File: src/rtl/register_file_if.sv
`default_nettype none
// ============================================================================
// Module   : register_file_if
// Purpose  : Bundles the writeback, read-port and scoreboard signals of the
//            register file into one interface.
//   master : decode/writeback side, drives the in_* signals, observes out_*.
//   slave  : register file, observes in_* signals, drives out_*.
// Revision : 1.0  initial release
// ============================================================================
interface register_file_if #(
    parameter int IALU_WORD_WIDTH = 16,
    parameter int REG_IDX_WIDTH   = 4
);
    logic                       in_act_write_res_to_reg;
    logic [IALU_WORD_WIDTH-1:0] in_res;
    logic [REG_IDX_WIDTH-1:0]   in_res_reg_idx;
    logic [REG_IDX_WIDTH-1:0]   in_rd_idx_a;
    logic [REG_IDX_WIDTH-1:0]   in_rd_idx_b;
    logic                       in_rd_use_a;
    logic                       in_rd_use_b;
    logic                       in_sb_set;
    logic [REG_IDX_WIDTH-1:0]   in_sb_set_idx;
    logic [IALU_WORD_WIDTH-1:0] out_rd_data_a;
    logic [IALU_WORD_WIDTH-1:0] out_rd_data_b;
    logic                       out_busy_a;
    logic                       out_busy_b;
    logic                       out_stall;
    logic [REG_IDX_WIDTH:0]     out_pending_cnt;
    logic                       out_sb_err;

    modport master (
        output in_act_write_res_to_reg, in_res, in_res_reg_idx,
               in_rd_idx_a, in_rd_idx_b, in_rd_use_a, in_rd_use_b,
               in_sb_set, in_sb_set_idx,
        input  out_rd_data_a, out_rd_data_b, out_busy_a, out_busy_b,
               out_stall, out_pending_cnt, out_sb_err
    );

    modport slave (
        input  in_act_write_res_to_reg, in_res, in_res_reg_idx,
               in_rd_idx_a, in_rd_idx_b, in_rd_use_a, in_rd_use_b,
               in_sb_set, in_sb_set_idx,
        output out_rd_data_a, out_rd_data_b, out_busy_a, out_busy_b,
               out_stall, out_pending_cnt, out_sb_err
    );
endinterface
`default_nettype wire

File: src/rtl/register_file.sv
`default_nettype none
// ============================================================================
// Module   : register_file
// Purpose  : NUM_REGS x IALU_WORD_WIDTH register file with two combinational
//            read ports, write-to-read bypass, and a busy-bit scoreboard that
//            drives the decode stall, a pending count and a sticky error flag.
// Ports    : clock - rising-edge clock
//            reset - asynchronous active-high reset
//            bus   - register_file_if.slave (write, read, scoreboard, status)
// Revision : 1.0  initial release
// ============================================================================
module register_file #(
    parameter int IALU_WORD_WIDTH = 16,
    parameter int REG_IDX_WIDTH   = 4
) (
    input  wire logic        clock,
    input  wire logic        reset,
    register_file_if.slave   bus
);
    localparam int NUM_REGS = 2 ** REG_IDX_WIDTH;
    localparam int CNT_W    = REG_IDX_WIDTH + 1;

    logic [IALU_WORD_WIDTH-1:0] regs_q [NUM_REGS];
    logic [NUM_REGS-1:0]        busy_q;
    logic [NUM_REGS-1:0]        busy_d;
    logic [CNT_W-1:0]           cnt_q;
    logic [CNT_W-1:0]           cnt_d;
    logic                       err_q;
    logic                       err_d;
    logic                       waw;
    logic                       write_no_issue;

    wire logic we       = bus.in_act_write_res_to_reg;
    wire logic hit_a    = we && (bus.in_res_reg_idx == bus.in_rd_idx_a);
    wire logic hit_b    = we && (bus.in_res_reg_idx == bus.in_rd_idx_b);
    wire logic set_clr  = bus.in_sb_set && we &&
                          (bus.in_sb_set_idx == bus.in_res_reg_idx);

    // Next scoreboard state: clear first so a same-index set overrides it.
    always_comb begin
        busy_d = busy_q;
        if (we)
            busy_d[bus.in_res_reg_idx] = 1'b0;
        if (bus.in_sb_set)
            busy_d[bus.in_sb_set_idx] = 1'b1;

        cnt_d = '0;
        for (int i = 0; i < NUM_REGS; i++)
            cnt_d = cnt_d + CNT_W'(busy_d[i]);

        // A same-cycle clear of the target retires the old writer, so a
        // re-issue is legal; likewise a write to a just-issued index is legal.
        waw            = bus.in_sb_set && busy_q[bus.in_sb_set_idx] && !set_clr;
        write_no_issue = we && !busy_q[bus.in_res_reg_idx] && !set_clr;
        err_d          = err_q | waw | write_no_issue;
    end

    always_ff @(posedge clock or posedge reset) begin
        if (reset) begin
            for (int i = 0; i < NUM_REGS; i++)
                regs_q[i] <= '0;
            busy_q <= '0;
            cnt_q  <= '0;
            err_q  <= 1'b0;
        end else begin
            if (we)
                regs_q[bus.in_res_reg_idx] <= bus.in_res;
            busy_q <= busy_d;
            cnt_q  <= cnt_d;
            err_q  <= err_d;
        end
    end

    // Bypass supplies the in-flight result, so a matching source is not busy.
    assign bus.out_rd_data_a   = hit_a ? bus.in_res : regs_q[bus.in_rd_idx_a];
    assign bus.out_rd_data_b   = hit_b ? bus.in_res : regs_q[bus.in_rd_idx_b];
    assign bus.out_busy_a      = busy_q[bus.in_rd_idx_a] && !hit_a;
    assign bus.out_busy_b      = busy_q[bus.in_rd_idx_b] && !hit_b;
    assign bus.out_stall       = (bus.in_rd_use_a && bus.out_busy_a) ||
                                 (bus.in_rd_use_b && bus.out_busy_b);
    assign bus.out_pending_cnt = cnt_q;
    assign bus.out_sb_err      = err_q;
endmodule
`default_nettype wire

File: src/flat_wrapper.sv
// flat-port wrapper written by rule: the top's interface ports become plain ports
module register_file_flat 
#(
    parameter int IALU_WORD_WIDTH = 16,
    parameter int REG_IDX_WIDTH   = 4
)
  (clock, reset, bus_in_act_write_res_to_reg, bus_in_res, bus_in_res_reg_idx, bus_in_rd_idx_a, bus_in_rd_idx_b, bus_in_rd_use_a, bus_in_rd_use_b, bus_in_sb_set, bus_in_sb_set_idx, bus_out_rd_data_a, bus_out_rd_data_b, bus_out_busy_a, bus_out_busy_b, bus_out_stall, bus_out_pending_cnt, bus_out_sb_err);
  register_file_if #(.IALU_WORD_WIDTH(IALU_WORD_WIDTH), .REG_IDX_WIDTH(REG_IDX_WIDTH)) bus_i ();
  input  wire logic clock;
  input  wire logic reset;
  input wire logic [$bits(bus_i.in_act_write_res_to_reg)-1:0] bus_in_act_write_res_to_reg;
  input wire logic [$bits(bus_i.in_res)-1:0] bus_in_res;
  input wire logic [$bits(bus_i.in_res_reg_idx)-1:0] bus_in_res_reg_idx;
  input wire logic [$bits(bus_i.in_rd_idx_a)-1:0] bus_in_rd_idx_a;
  input wire logic [$bits(bus_i.in_rd_idx_b)-1:0] bus_in_rd_idx_b;
  input wire logic [$bits(bus_i.in_rd_use_a)-1:0] bus_in_rd_use_a;
  input wire logic [$bits(bus_i.in_rd_use_b)-1:0] bus_in_rd_use_b;
  input wire logic [$bits(bus_i.in_sb_set)-1:0] bus_in_sb_set;
  input wire logic [$bits(bus_i.in_sb_set_idx)-1:0] bus_in_sb_set_idx;
  output wire logic [$bits(bus_i.out_rd_data_a)-1:0] bus_out_rd_data_a;
  output wire logic [$bits(bus_i.out_rd_data_b)-1:0] bus_out_rd_data_b;
  output wire logic [$bits(bus_i.out_busy_a)-1:0] bus_out_busy_a;
  output wire logic [$bits(bus_i.out_busy_b)-1:0] bus_out_busy_b;
  output wire logic [$bits(bus_i.out_stall)-1:0] bus_out_stall;
  output wire logic [$bits(bus_i.out_pending_cnt)-1:0] bus_out_pending_cnt;
  output wire logic [$bits(bus_i.out_sb_err)-1:0] bus_out_sb_err;
  assign bus_i.in_act_write_res_to_reg = bus_in_act_write_res_to_reg;
  assign bus_i.in_res = bus_in_res;
  assign bus_i.in_res_reg_idx = bus_in_res_reg_idx;
  assign bus_i.in_rd_idx_a = bus_in_rd_idx_a;
  assign bus_i.in_rd_idx_b = bus_in_rd_idx_b;
  assign bus_i.in_rd_use_a = bus_in_rd_use_a;
  assign bus_i.in_rd_use_b = bus_in_rd_use_b;
  assign bus_i.in_sb_set = bus_in_sb_set;
  assign bus_i.in_sb_set_idx = bus_in_sb_set_idx;
  assign bus_out_rd_data_a = bus_i.out_rd_data_a;
  assign bus_out_rd_data_b = bus_i.out_rd_data_b;
  assign bus_out_busy_a = bus_i.out_busy_a;
  assign bus_out_busy_b = bus_i.out_busy_b;
  assign bus_out_stall = bus_i.out_stall;
  assign bus_out_pending_cnt = bus_i.out_pending_cnt;
  assign bus_out_sb_err = bus_i.out_sb_err;
  register_file #(.IALU_WORD_WIDTH(IALU_WORD_WIDTH), .REG_IDX_WIDTH(REG_IDX_WIDTH)) u_core (.clock(clock), .reset(reset), .bus(bus_i));
endmodule
File: config.mk
export PLATFORM = sky130hd
export DESIGN_NAME = register_file_flat
export DESIGN_NICKNAME = d
export VERILOG_FILES = /design/src/rtl/register_file_if.sv /design/src/rtl/register_file.sv /design/src/flat_wrapper.sv
export SDC_FILE = /design/constraint.sdc
export NUM_CORES = 1
export LEC_CHECK = 0
export BUFFER_PORTS_ARGS = -buffer_cell sky130_fd_sc_hd__buf_2
export CORE_MARGIN = 5
export CORE_UTILIZATION = 35
export CTS_CLUSTER_SIZE = 8
export DETAILED_ROUTE_END_ITERATION = 16
export PLACE_DENSITY = 0.46
export SKIP_LAST_GASP = 1
export SYNTH_ARGS = -nofsm -noshare
export SYNTH_HDL_FRONTEND = slang
export SYNTH_SLANG_ARGS = --single-unit
File: constraint.sdc
create_clock -name clock -period 9.35 [get_ports clock]
set_input_delay 0 -clock clock [delete_from_list [all_inputs] [get_ports clock]]
set_output_delay 0 -clock clock [all_outputs]
set_load 0.05 [all_outputs]
=== After elaboration in Yosys (flattened, before gate mapping) ===
Index checks and enable logic that the tools add are counted.
W data, S select, Z words.

* Word-level logic and storage cells: 100
* Bits in registers: 278
* Output and inout port bits: 41

* Muxes and demuxes: 25
* Reductions and logical operators: 20
* Bitwise gates (word level): 8
* Order comparisons: 10
* $add $sub $neg: 15
* Equality and inequality tests: 3

{| class="wikitable"
|+ Operator list
! cell !! count
|-
| $bwmux W256 || 1
|-
| $mux W16 || 9
|-
| $bmux W16 S4 || 2
|-
| $add A5 B1 Y5 || 14
|-
| $demux W16 S4 || 1
|-
| $lt A4 B5 Y1 const B || 4
|-
| $and A16 B16 Y16 || 1
|-
| $bmux W1 S4 || 4
|-
| $not A16 Y16 || 1
|-
| $or A16 B16 Y16 || 1
|-
| $ge A5 B5 Y1 const B || 3
|-
| $logic_and A1 B1 Y1 || 15
|-
| $not A4 Y5 || 3
|-
| $eq A4 B4 Y1 || 3
|-
| $demux W1 S4 || 2
|-
| $ge A4 B1 Y1 const B || 2
|-
| $mux W1 || 6
|-
| $lt A5 B1 Y1 const B || 1
|-
| $logic_not A1 Y1 || 4
|-
| $add A1 B1 Y2 || 1
|-
| $or A1 B1 Y1 || 2
|-
| $logic_or A1 B1 Y1 || 1
|}

=== Longest topological paths before layout ===
Gate-level depths: netlist (run 1).

* Depth in word-level cells: 24
* Depth in mapped cells: 17
* Mapped depth without buffers: 15

=== Worst setup path after synthesis (run 1) ===
OpenSTA, ideal clock, no wires.

* Path kind: input -> register
* Start: in bus_in_act_write_res_to_reg
* End: reg u_core.cnt_q[4], in the netlist u_core.bus.out_pending_cnt[4]
* Setup time: 0.119 ns
* Stages on the path: 17
* Data arrival time: 4.251 ns
* Setup slack: 4.979 ns
* Path through: buf_2 -> inv_1 -> nor3_1 -> nand2_1 -> clkbuf_1 -> a22o_1 -> ha_1 -> fa_1 -> fa_1 -> fa_1 -> inv_1 -> fa_1 -> fa_1 -> inv_1 -> fa_1 -> a21oi_1 -> nor2b_1

* Cells in the longest elaborated chain, start to end: 18

{| class="wikitable"
|+ Ends and longest elaborated chain
! what !! RTL line !! text
|-
| start: declaration || flat_wrapper.sv:11 || <nowiki>input wire logic [$bits(bus_i.in_act_write_res_to_reg)-1:0] bus_in_act_write_res_to_reg;</nowiki>
|-
| $mux W16 (*) || register_file.sv:42 || <nowiki>if (we)</nowiki>
|-
| $or A16 B16 Y16 (no line) || -- ||
|-
| $mux W16 (*) || register_file.sv:44 || <nowiki>if (bus.in_sb_set)</nowiki>
|-
| named net u_core.busy_d[0] || register_file.sv:25 || <nowiki>logic [NUM_REGS-1:0] busy_d;</nowiki>
|-
| $add A1 B1 Y2 (*) || register_file.sv:49 || <nowiki>cnt_d = cnt_d + CNT_W'(busy_d[i]);</nowiki>
|-
| $add A5 B1 Y5 (*) (14 in a row) || register_file.sv:49 ||
|-
| named net u_core.cnt_d[4] || register_file.sv:27 || <nowiki>logic [CNT_W-1:0] cnt_d;</nowiki>
|-
| end signal: assignment || register_file.sv:69 || <nowiki>cnt_q <= cnt_d;</nowiki>
|-
| end: declaration || register_file.sv:26 || <nowiki>logic [CNT_W-1:0] cnt_q;</nowiki>
|}

Mark *: on every way through the listed nets, which the timed path passes. The rest lies on a longest branch.
A chain may end at the register's enable or synchronous reset.

=== Worst setup path in the final report (run 1) ===
* Start: in bus_in_act_write_res_to_reg
* End: reg u_core.cnt_q[4], in the netlist u_core.bus.out_pending_cnt[4]

* Elaborated cells on any way between the ends: 18

{| class="wikitable"
|+ RTL lines
! what !! RTL line
|-
| $mux W16 (*) || register_file.sv:42
|-
| $or A16 B16 Y16 (no line) || --
|-
| $mux W16 (*) || register_file.sv:44
|-
| named net u_core.busy_d[8] || register_file.sv:25
|-
| $add A5 B1 Y5 (*) (8 in a row) || register_file.sv:49
|-
| named net u_core.cnt_d[4] || register_file.sv:27
|}

Marks and branches as above.

==> results.txt, run 1 <==
----------------------------------------------------
[Status]
  Status ... completed

[Worst setup path]
  CP Capture Type ... flop
  Largest stage delay, worst path ... ~0.53 ns
  Worst-case reg-to-reg path depth ... 12
  Startpoint of the worst register-to-register path ... u_core.busy_q[0]
  Slowest cell on the critical path ... sky130_fd_sc_hd__dlygate4sd3_1
  Setup Crit Path Kind ... in -> reg
  Most frequent cell on the critical path ... sky130_fd_sc_hd__fa_1
  Cells along the critical path ... dlygate4sd3_1 > buf_2 > inv_1 > nor3_1 > nand2_1 > buf_4 > a22o_1 > fa_1 > fa_1 > fa_1 > inv_1 > fa_1 > fa_1 > inv_1 > fa_1 > a21oi_1 > nor2b_1
  Endpoint of the lowest-slack register-to-register path ... u_core.bus.out_pending_cnt[4]
  Data arrival, critical path ... approximately 4.8 ns
  R2R setup slack ... about 5.4 ns
  Largest fanout on the critical path ... 17
  Required time of the critical path ... ~9.8 ns
  Element type at the critical path start ... primary input

[Yosys]
  Total number of yosys warnings ... 0
  Area share of the leading cell type in the synthesized netlist ... 0.444
  Commonest cells in the synthesized netlist ... sky130_fd_sc_hd__mux2_2 (290), sky130_fd_sc_hd__dfrtp_1 (278), sky130_fd_sc_hd__mux4_2 (176)
  Flop and latch count out of synthesis ... around 280
  Syn Nets ... about 1000
  Netlist Area Pre-Place ... 15700 um2
  Cell with the most instances after synthesis ... sky130_fd_sc_hd__mux2_2
  Count of unique library cells instantiated by Yosys ... 43
  Primary flip-flop cell chosen by synthesis mapping ... sky130_fd_sc_hd__dfrtp_1
  Most area-consuming cells after synthesis ... sky130_fd_sc_hd__dfrtp_1 (44%), sky130_fd_sc_hd__mux4_2 (25%), sky130_fd_sc_hd__mux2_2 (21%)
  Instance count of the mapped netlist ... ~980
  Sequential fraction of the synthesis area ... 0.444
  Async S/R FF share, synth ... 1.00
  Largest area contributor in the netlist ... sky130_fd_sc_hd__dfrtp_1
  Number of flops mapped to enable cells by yosys ... 0
  Average cell area after synthesis ... 16.1 um2

[Floorplanning]
  Number of ports placed on the die boundary ... slightly below 80
  Area enclosed by the die boundary ... between 40000 and 50000 um2
  Standard cell core area ... about 44000 um2
  Initial cell density of the core ... 0.354
  Core Rows ... between 70 and 80
  Width of the die ... around 220 um
  Die Y-Extent ... between 200 and 250 um

[STA]
  Slew at the pin with the worst max-slew slack ... ~1.1 ns
  Worst Clk Skew ... roughly 0.0078 ns
  Number of hold violations in the final report ... 0
  Unrepaired setup endpoints after global routing ... no
  Fin crit share ... 0.468
  Final critical-path required period ... approximately 4.4 ns
  Final Slew Violations ... 0
  Worst slew margin relative to its limit ... 0.264
  Maximum operating frequency ... 229 MHz
  Setup Total Neg Slack ... 0 ns
  Total of endpoints with negative setup slack in the final report ... 0
  Worst hold slack ... between 0.07 and 0.08 ns

[Clock tree]
  Root Buffer Master ... sky130_fd_sc_hd__clkbuf_16
  Number of buffers between clock root and the deepest sink ... 3
  Count of cells resized by post-cts repair ... 0
  Clock buffers created by TritonCTS ... 40
  Post-CTS Hold Fix Bufs ... 27
  Buffers inserted by post-CTS timing repair ... 0
  Sinks on the clock net ... 278
  TritonCTS clock tree ... done
  Insertion delay to the later sink of the worst-skew pair ... about 0.54 ns
  Reg clk slew, reported paths ... about 0.05 ns
  Number of H-tree levels ... 2

[Placed design]
  Placed cell count ... 1581
  Last weighted congestion value of the routability-driven placer ... 0.817
  Buffers on Ports ... 78
  HPWL after detailed placement ... around 26000 um

[Hold path]
  Worst Min Path Start ... bus_in_res_reg_idx[3]
  Instance count along the most critical hold path ... 4
  Path category of the worst min-delay check ... in -> reg
  Hold worst-path end ... u_core.busy_q[2]

[Routing]
  Routed WL per cell ... ~27 um
  Vias post-DR ... about 9400
  DRC errors left ... 0
  DRT antenna net count ... 0
  Detailed-router iteration count before antenna repair ... 5
  Violation count after the first detailed-routing iteration ... ~570
  Final Routed Wirelength ... 45000 um
  Vias per cell ... approximately 5.7

[Global route]
  Tot GR Track Use ... 0.185
  Number of global-route vias before repair ... approximately 10000
  Wire length of the first global-routing pass ... ~69000 um
  Initial antenna violation count ... 0
  Total overflow reported by the global router ... 0
  Pin count of the biggest net entering global routing ... between 90 and 100

[Power]
  P per Cell Area ... around 250 nW/um2
  Switching share of total power ... 0.321
  Switching pwr ... about 1.4 mW
  Peak ir drop on the vdd network ... roughly 120 uV
  Seq pwr share ... 0.382
  Internal power ... 3.03 mW
  Clock power share ... 0.289
  Combinational share of power ... 0.329
  Leakage power summed over all cells ... 7.32 nW

[Final layout]
  Count of filler cells inserted in the layout ... between 4000 and 5000
  Ratio of cells with drive above 1 in the final layout ... 0.585
  Antenna diodes ... 0
  Fin nets ... ~1100
  Area overhead of the layout relative to synthesis ... 14.4%
  Non-Filler Instances ... approximately 1700
  Fin util ... 0.405

[Flow run]
  Number of maximum-capacitance constraint violations ... 0

----------------------------------------------------
## stage by stage
stage / total power [mW] / instance area (um2) / setup WS (ns)
4_1_cts: 4.53 / 17900 / 5.00
3_5_place_dp: 3.20 / 16600 / 4.99
5_1_grt: 4.73 / 17900 / 4.70
3_3_place_gp: 3.18 / 16600 / 4.96
2_1_floorplan: 2.86 / 15700 / 1.68
6_report: 4.46 / 17900 / 4.98
## cell type report
class | count | area [um2] | area share
inverters | 28 | 113 | 0.00628
multi-input cells | 584 | 8230 | 0.459
clock inverters | 2 | 17.5 | 0.000978
clock buffers | 43 | 1030 | 0.0577
flip-flops and latches | 278 | 6960 | 0.388
repair buffers | 126 | 828 | 0.0462
well taps | 592 | 741 | 0.0413
## power by group through the flow
stage,Combinational [mW],Clock (mW),Sequential (mW)
6_report,1.47,1.29,1.70
5_1_grt,1.61,1.38,1.74
4_1_cts,1.49,1.34,1.70
3_5_place_dp,1.48,0,1.72
3_3_place_gp,1.46,0,1.71
2_1_floorplan,1.17,0,1.68
## critical path: cells and delay by family
| kind | cells | cell delay [ns] |
|---|---|---|
| fa+ha+maj | 6 | 2.58 |
| buf+inv | 6 | 1.26 |
| compound gates | 2 | 0.46 |
| simple gates | 3 | 0.49 |
## worst max path at each step
stage / start / to / slack [ns] / depth (start not counted)
after floorplan: reset / u_core.bus.out_pending_cnt[0] / 1.68 / 1
after global placement: bus_in_act_write_res_to_reg / u_core.bus.out_pending_cnt[4] / 4.96 / 16
after detailed placement: bus_in_act_write_res_to_reg / u_core.bus.out_pending_cnt[4] / 4.99 / 16
after CTS: bus_in_act_write_res_to_reg / u_core.bus.out_pending_cnt[4] / 5.00 / 17
after global routing: bus_in_act_write_res_to_reg / u_core.bus.out_pending_cnt[4] / 4.70 / 17
final: bus_in_act_write_res_to_reg / u_core.bus.out_pending_cnt[4] / 4.98 / 17
## cells in the final DEF (no fill, tap or decap), types with 4 or more instances in the layout
cell | synthesis | layout
sky130_fd_sc_hd__nor2_2 | 0 | 5
sky130_fd_sc_hd__dlygate4sd3_1 | 0 | 27
sky130_fd_sc_hd__clkbuf_16 | 0 | 41
sky130_fd_sc_hd__xnor2_1 | 5 | 5
sky130_fd_sc_hd__ha_1 | 5 | 5
sky130_fd_sc_hd__nand2_1 | 10 | 10
sky130_fd_sc_hd__nand3_1 | 7 | 7
sky130_fd_sc_hd__buf_4 | 2 | 25
sky130_fd_sc_hd__fa_1 | 10 | 10
sky130_fd_sc_hd__mux4_2 | 176 | 176
sky130_fd_sc_hd__mux2_2 | 290 | 290
sky130_fd_sc_hd__nor2_4 | 0 | 4
sky130_fd_sc_hd__nor2_1 | 13 | 4
sky130_fd_sc_hd__buf_2 | 29 | 74
sky130_fd_sc_hd__dfrtp_1 | 278 | 278
sky130_fd_sc_hd__inv_1 | 28 | 27
sky130_fd_sc_hd__a22o_1 | 6 | 6
sky130_fd_sc_hd__o22ai_1 | 6 | 6
sky130_fd_sc_hd__o21ai_0 | 7 | 7
sky130_fd_sc_hd__nand2b_1 | 4 | 4
sky130_fd_sc_hd__nor2b_1 | 5 | 5
sky130_fd_sc_hd__mux2i_1 | 4 | 4
sky130_fd_sc_hd__xor2_1 | 6 | 6
## kinds of logic after synthesis
logic type	share of synthesized area
mux	0.464
flops	0.444
buf+inv	0.0337
simple gates	0.0187
compound gates	0.0161
fa+ha+maj	0.0168
xor+xnor	0.00615
## metal layers
metal	vias up	wire length, um	GRT usage	part of all wire
met5	-	0	0	0
met4	0	1170	0.0537	0.026
met3	68	1710	0.0269	0.038
met2	229	21300	0.292	0.47
met1	5128	20800	0.267	0.46
li1	3965	-	-	-
## flip-flops by register name, indices dropped and copies added, names as in the netlist
register / cells
u_core.regs_q: 256
u_core.bus.out_pending_cnt: 5
u_core.bus.out_sb_err: 1
u_core.busy_q: 16
(Power assumes the default switching activity.)
==> run 2, diff against run 1 <==
--- a/config.mk
+++ b/config.mk
@@ -5,12 +5,13 @@
 export SDC_FILE = /design/constraint.sdc
 export NUM_CORES = 1
 export LEC_CHECK = 0
+export ABC_AREA = 1
 export BUFFER_PORTS_ARGS = -buffer_cell sky130_fd_sc_hd__buf_2
 export CORE_MARGIN = 5
 export CORE_UTILIZATION = 35
 export CTS_CLUSTER_SIZE = 8
 export DETAILED_ROUTE_END_ITERATION = 16
-export PLACE_DENSITY = 0.46
+export PLACE_DENSITY = 0.48
 export SKIP_LAST_GASP = 1
 export SYNTH_ARGS = -nofsm -noshare
 export SYNTH_HDL_FRONTEND = slang
==> constraint.sdc (replaced) <==
create_clock -name clock -period 3.99 [get_ports clock]
set_input_delay 0 -clock clock [delete_from_list [all_inputs] [get_ports clock]]
set_output_delay 0 -clock clock [all_outputs]
set_load 0.05 [all_outputs]
==> run 2 against run 1 <==
Against the previous run:
- via count increased by 68%
- register-to-register slack worse by 5.3 ns
- clock power is 140% higher
- count of clock-buffer cells in the layout unchanged
- wire length increased by 44%
- flip-flop and latch count unchanged
- power grew 120%
- global-route usage up 6.5 points
- combinational power is 110% higher
- sequential power up 130%
- largest power group unchanged
==> results.txt, run 2 <==
----------------------------------------------------
[Final layout]
  Area of all placed cells without fillers ... 18600 um2 (+3.8%)
  Number of flip-flops under the largest register name ... 256 (unchanged)
  Non-Filler Instances ... 2878 (+74%)
  Fin util ... 0.400 (-0.00493)
  Top library cells by usage in the layout, fill and taps aside ... sky130_fd_sc_hd__nand2_1 (547), sky130_fd_sc_hd__o21ai_0 (351), sky130_fd_sc_hd__dfrtp_1 (278), sky130_fd_sc_hd__nand3_1 (215), sky130_fd_sc_hd__inv_1 (190)
  Antenna diodes ... 0 (unchanged)
  Most common cell after layout, fill and taps aside ... sky130_fd_sc_hd__nand2_1
  Register containing the most flip-flops in the final layout ... u_core.regs_q
  Fin nets ... 2323 (+110%)
  Area overhead of the layout relative to synthesis ... 13.4%
  Ratio of cells with drive above 1 in the final layout ... 0.0969 (-0.488)

[Clock tree]
  Root Buffer Master ... sky130_fd_sc_hd__clkbuf_16
  Buffers inserted by post-CTS timing repair ... 0 (unchanged)
  Reg clk slew, reported paths ... 0.05 ns (about the same)
  TritonCTS clock tree ... done
  Clock buffers created by TritonCTS ... 40 (unchanged)
  Number of buffers between clock root and the deepest sink ... 3 (unchanged)
  Number of H-tree levels ... 2 (unchanged)
  Sinks on the clock net ... 278 (unchanged)
  Insertion delay to the later sink of the worst-skew pair ... 0.55 ns (about the same)

[Routing]
  Final Routed Wirelength ... 64800 um (+44%)
  Vias per cell ... 5.47 (-3.6%)
  Routed WL per cell ... 22.5 um (-17%)
  DRC errors left ... 0 (unchanged)
  DRT antenna net count ... 0 (unchanged)
  Detailed-router iteration count before antenna repair ... 5 (unchanged)
  Violation count after the first detailed-routing iteration ... 1452 (+150%)
  Vias post-DR ... 15753 (+68%)

[Worst setup path]
  Required time of the critical path ... 4.42 ns (-5.35 ns)
  Largest fanout on the critical path ... 3 (-14)
  CP Capture Type ... flop
  Setup Crit Path Kind ... in -> reg
  Data arrival, critical path ... 4.27 ns (-0.53 ns)
  Element type at the critical path start ... primary input
  Worst-case reg-to-reg path depth ... 12 (unchanged)

[Floorplanning]
  Width of the die ... 226 um (+2.3%)
  Die Y-Extent ... 226 um (+2.3%)
  Core Rows ... 79 (+2.6%)
  Area enclosed by the die boundary ... 51300 um2 (+4.6%)
  Standard cell core area ... 46500 um2 (+5.1%)
  Number of ports placed on the die boundary ... 79 (unchanged)
  Initial cell density of the core ... 0.353 (-0.000962)

[STA]
  Worst-case setup margin in the final layout ... 0.150 ns (-4.82 ns)
  Number of hold violations in the final report ... 0 (unchanged)
  Slew at the pin with the worst max-slew slack ... 1.21 ns (+0.110 ns)
  Final critical-path required period ... around 3.8 ns
  Fin crit share ... 0.962
  Worst Clk Skew ... 0.00616 ns (-0.00167 ns)
  Worst hold slack ... 0.0372 ns (-0.0379 ns)
  Setup Total Neg Slack ... 0 ns (unchanged)
  Maximum operating frequency ... 260 MHz
  Total of endpoints with negative setup slack in the final report ... 0 (unchanged)
  Unrepaired setup endpoints after global routing ... no
  Final Slew Violations ... 0 (unchanged)
  Worst slew margin relative to its limit ... 0.191 (-0.0735)

[Yosys]
  Sequential fraction of the synthesis area ... 0.424 (-0.0202)
  Netlist Area Pre-Place ... 16400 um2 (+4.8%)
  Average cell area after synthesis ... 7.33 um2 (-54%)
  Instance count of the mapped netlist ... 2237 (+130%)
  Total number of yosys warnings ... 0 (unchanged)
  Area share of the leading cell type in the synthesized netlist ... 0.424 (-0.0202)
  Cell with the most instances after synthesis ... sky130_fd_sc_hd__nand2_1
  Primary flip-flop cell chosen by synthesis mapping ... sky130_fd_sc_hd__dfrtp_1
  Largest area contributor in the netlist ... sky130_fd_sc_hd__dfrtp_1
  Syn Nets ... 2290 (+120%)
  Count of unique library cells instantiated by Yosys ... 32 (-26%)
  Commonest cells in the synthesized netlist ... sky130_fd_sc_hd__nand2_1 (547), sky130_fd_sc_hd__o21ai_0 (353), sky130_fd_sc_hd__dfrtp_1 (278)
  Flop and latch count out of synthesis ... 278 (unchanged)
  Async S/R FF share, synth ... 1.00 (unchanged)
  Number of flops mapped to enable cells by yosys ... 0 (unchanged)
  Most area-consuming cells after synthesis ... sky130_fd_sc_hd__dfrtp_1 (42%), sky130_fd_sc_hd__nand2_1 (13%), sky130_fd_sc_hd__o21ai_0 (11%)

[Power]
  P per Cell Area ... 535 nW/um2 (+110%)
  Peak ir drop on the vdd network ... 787 uV (+550%)
  Total power of the final layout ... 9.95 mW (+120%)
  Leakage power summed over all cells ... 8.42 nW (+15%)

[Placed design]
  Instance area at placement ... 17300 um2 (+4.1%)
  HPWL after detailed placement ... 37100 um (+44%)
  Placed cell count ... 2808 (+78%)
  Pre-CTS setup slack ... -0.0458 ns (-5.04 ns)
  Last weighted congestion value of the routability-driven placer ... 0.887 (+8.6%)
  Buffers on Ports ... 78 (unchanged)

[Global route]
  Number of global-route vias before repair ... 15029 (+49%)
  Tot GR Track Use ... 0.250 (+0.0651)
  Pin count of the biggest net entering global routing ... 161 (+75%)
  Wire length of the first global-routing pass ... 96500 um (+41%)
  Total overflow reported by the global router ... 0 (unchanged)
  Initial antenna violation count ... 0 (unchanged)

[Status]
  Status ... completed

[Hold path]
  Path category of the worst min-delay check ... in -> reg
  Instance count along the most critical hold path ... 6 (+2)

[Flow run]
  Number of maximum-capacitance constraint violations ... 0 (unchanged)

----------------------------------------------------
[run 2: cell count changes in the layout (fill, tap and decap cells not counted), moves of 45 or more]
cell / change
sky130_fd_sc_hd__a21oi_1: +153
sky130_fd_sc_hd__buf_4: +45
sky130_fd_sc_hd__inv_1: +163
sky130_fd_sc_hd__mux2_2: -290
sky130_fd_sc_hd__mux4_2: -176
sky130_fd_sc_hd__nand2_1: +537
sky130_fd_sc_hd__nand3_1: +208
sky130_fd_sc_hd__nor2_1: +56
sky130_fd_sc_hd__o211ai_1: +161
sky130_fd_sc_hd__o21ai_0: +344
[run 2: critical path, cell delays in order]
cell	delay, ns
sky130_fd_sc_hd__dlygate4sd3_1	0.52
sky130_fd_sc_hd__buf_2	0.13
sky130_fd_sc_hd__nand2_1	0.11
sky130_fd_sc_hd__nor2_1	0.23
sky130_fd_sc_hd__o22ai_1	0.13
sky130_fd_sc_hd__ha_1	0.33
sky130_fd_sc_hd__fa_1	0.51
sky130_fd_sc_hd__fa_1	0.43
sky130_fd_sc_hd__fa_1	0.49
sky130_fd_sc_hd__inv_1	0.05
sky130_fd_sc_hd__fa_1	0.49
sky130_fd_sc_hd__fa_1	0.16
sky130_fd_sc_hd__inv_1	0.06
sky130_fd_sc_hd__fa_1	0.45
sky130_fd_sc_hd__xor2_1	0.18
[run 2: final timing paths]
path / startpoint / slack (ns) / endpoint
min in group asynchronous: reset / 0.16 / u_core.regs_q[38]
hold / removal: bus_in_res_reg_idx[3] / 0.04 / u_core.bus.out_sb_err
setup reg to reg: u_core.busy_q[1] / 0.15 / u_core.bus.out_pending_cnt[2]
setup / recovery: bus_in_act_write_res_to_reg / 0.15 / u_core.bus.out_pending_cnt[2]
max in group asynchronous: reset / 2.93 / u_core.regs_q[152]
hold reg to reg: u_core.regs_q[115] / 0.50 / u_core.regs_q[115]
[run 2: cell type report]
cell class | count | area (um2)
Clock buffer | 43 | 1030
Fill cell | 4847 | 27900
Inverter | 215 | 811
Multi-Input combinational cell | 1559 | 7790
Sequential cell | 278 | 6960
Tap cell | 607 | 759
Timing Repair Buffer | 176 | 1250
[run 2: cell families after synthesis]
kind of cell,Yosys count,share of synthesized area
compound gates,697,0.239
xor+xnor,3,0.00160
fa+ha+maj,15,0.0160
buf+inv,400,0.103
flops,278,0.424
simple gates,844,0.217
[run 2: timing repair]
| action | 4_1_cts | 5_1_grt |
|---|---|---|
| hold buffers | 27 | 0 |
| resized for setup | 0 | 4 |
| hold endpoints to repair | 497 | 0 |
| setup endpoints to repair | 0 | 4 |
[run 2: routing by layer]
layer,part of all wire,track usage
met1,0.44,0.344
met4,0.043,0.0980
met3,0.067,0.0426
met5,0,0
met2,0.45,0.395
[run 2: where the power goes]
part,internal (mW),switching [mW],total [mW]
Clock,1.80,1.24,3.04
Combinational,1.06,2.01,3.07
Sequential,3.50,0.346,3.84
Total,6.36,3.59,9.95
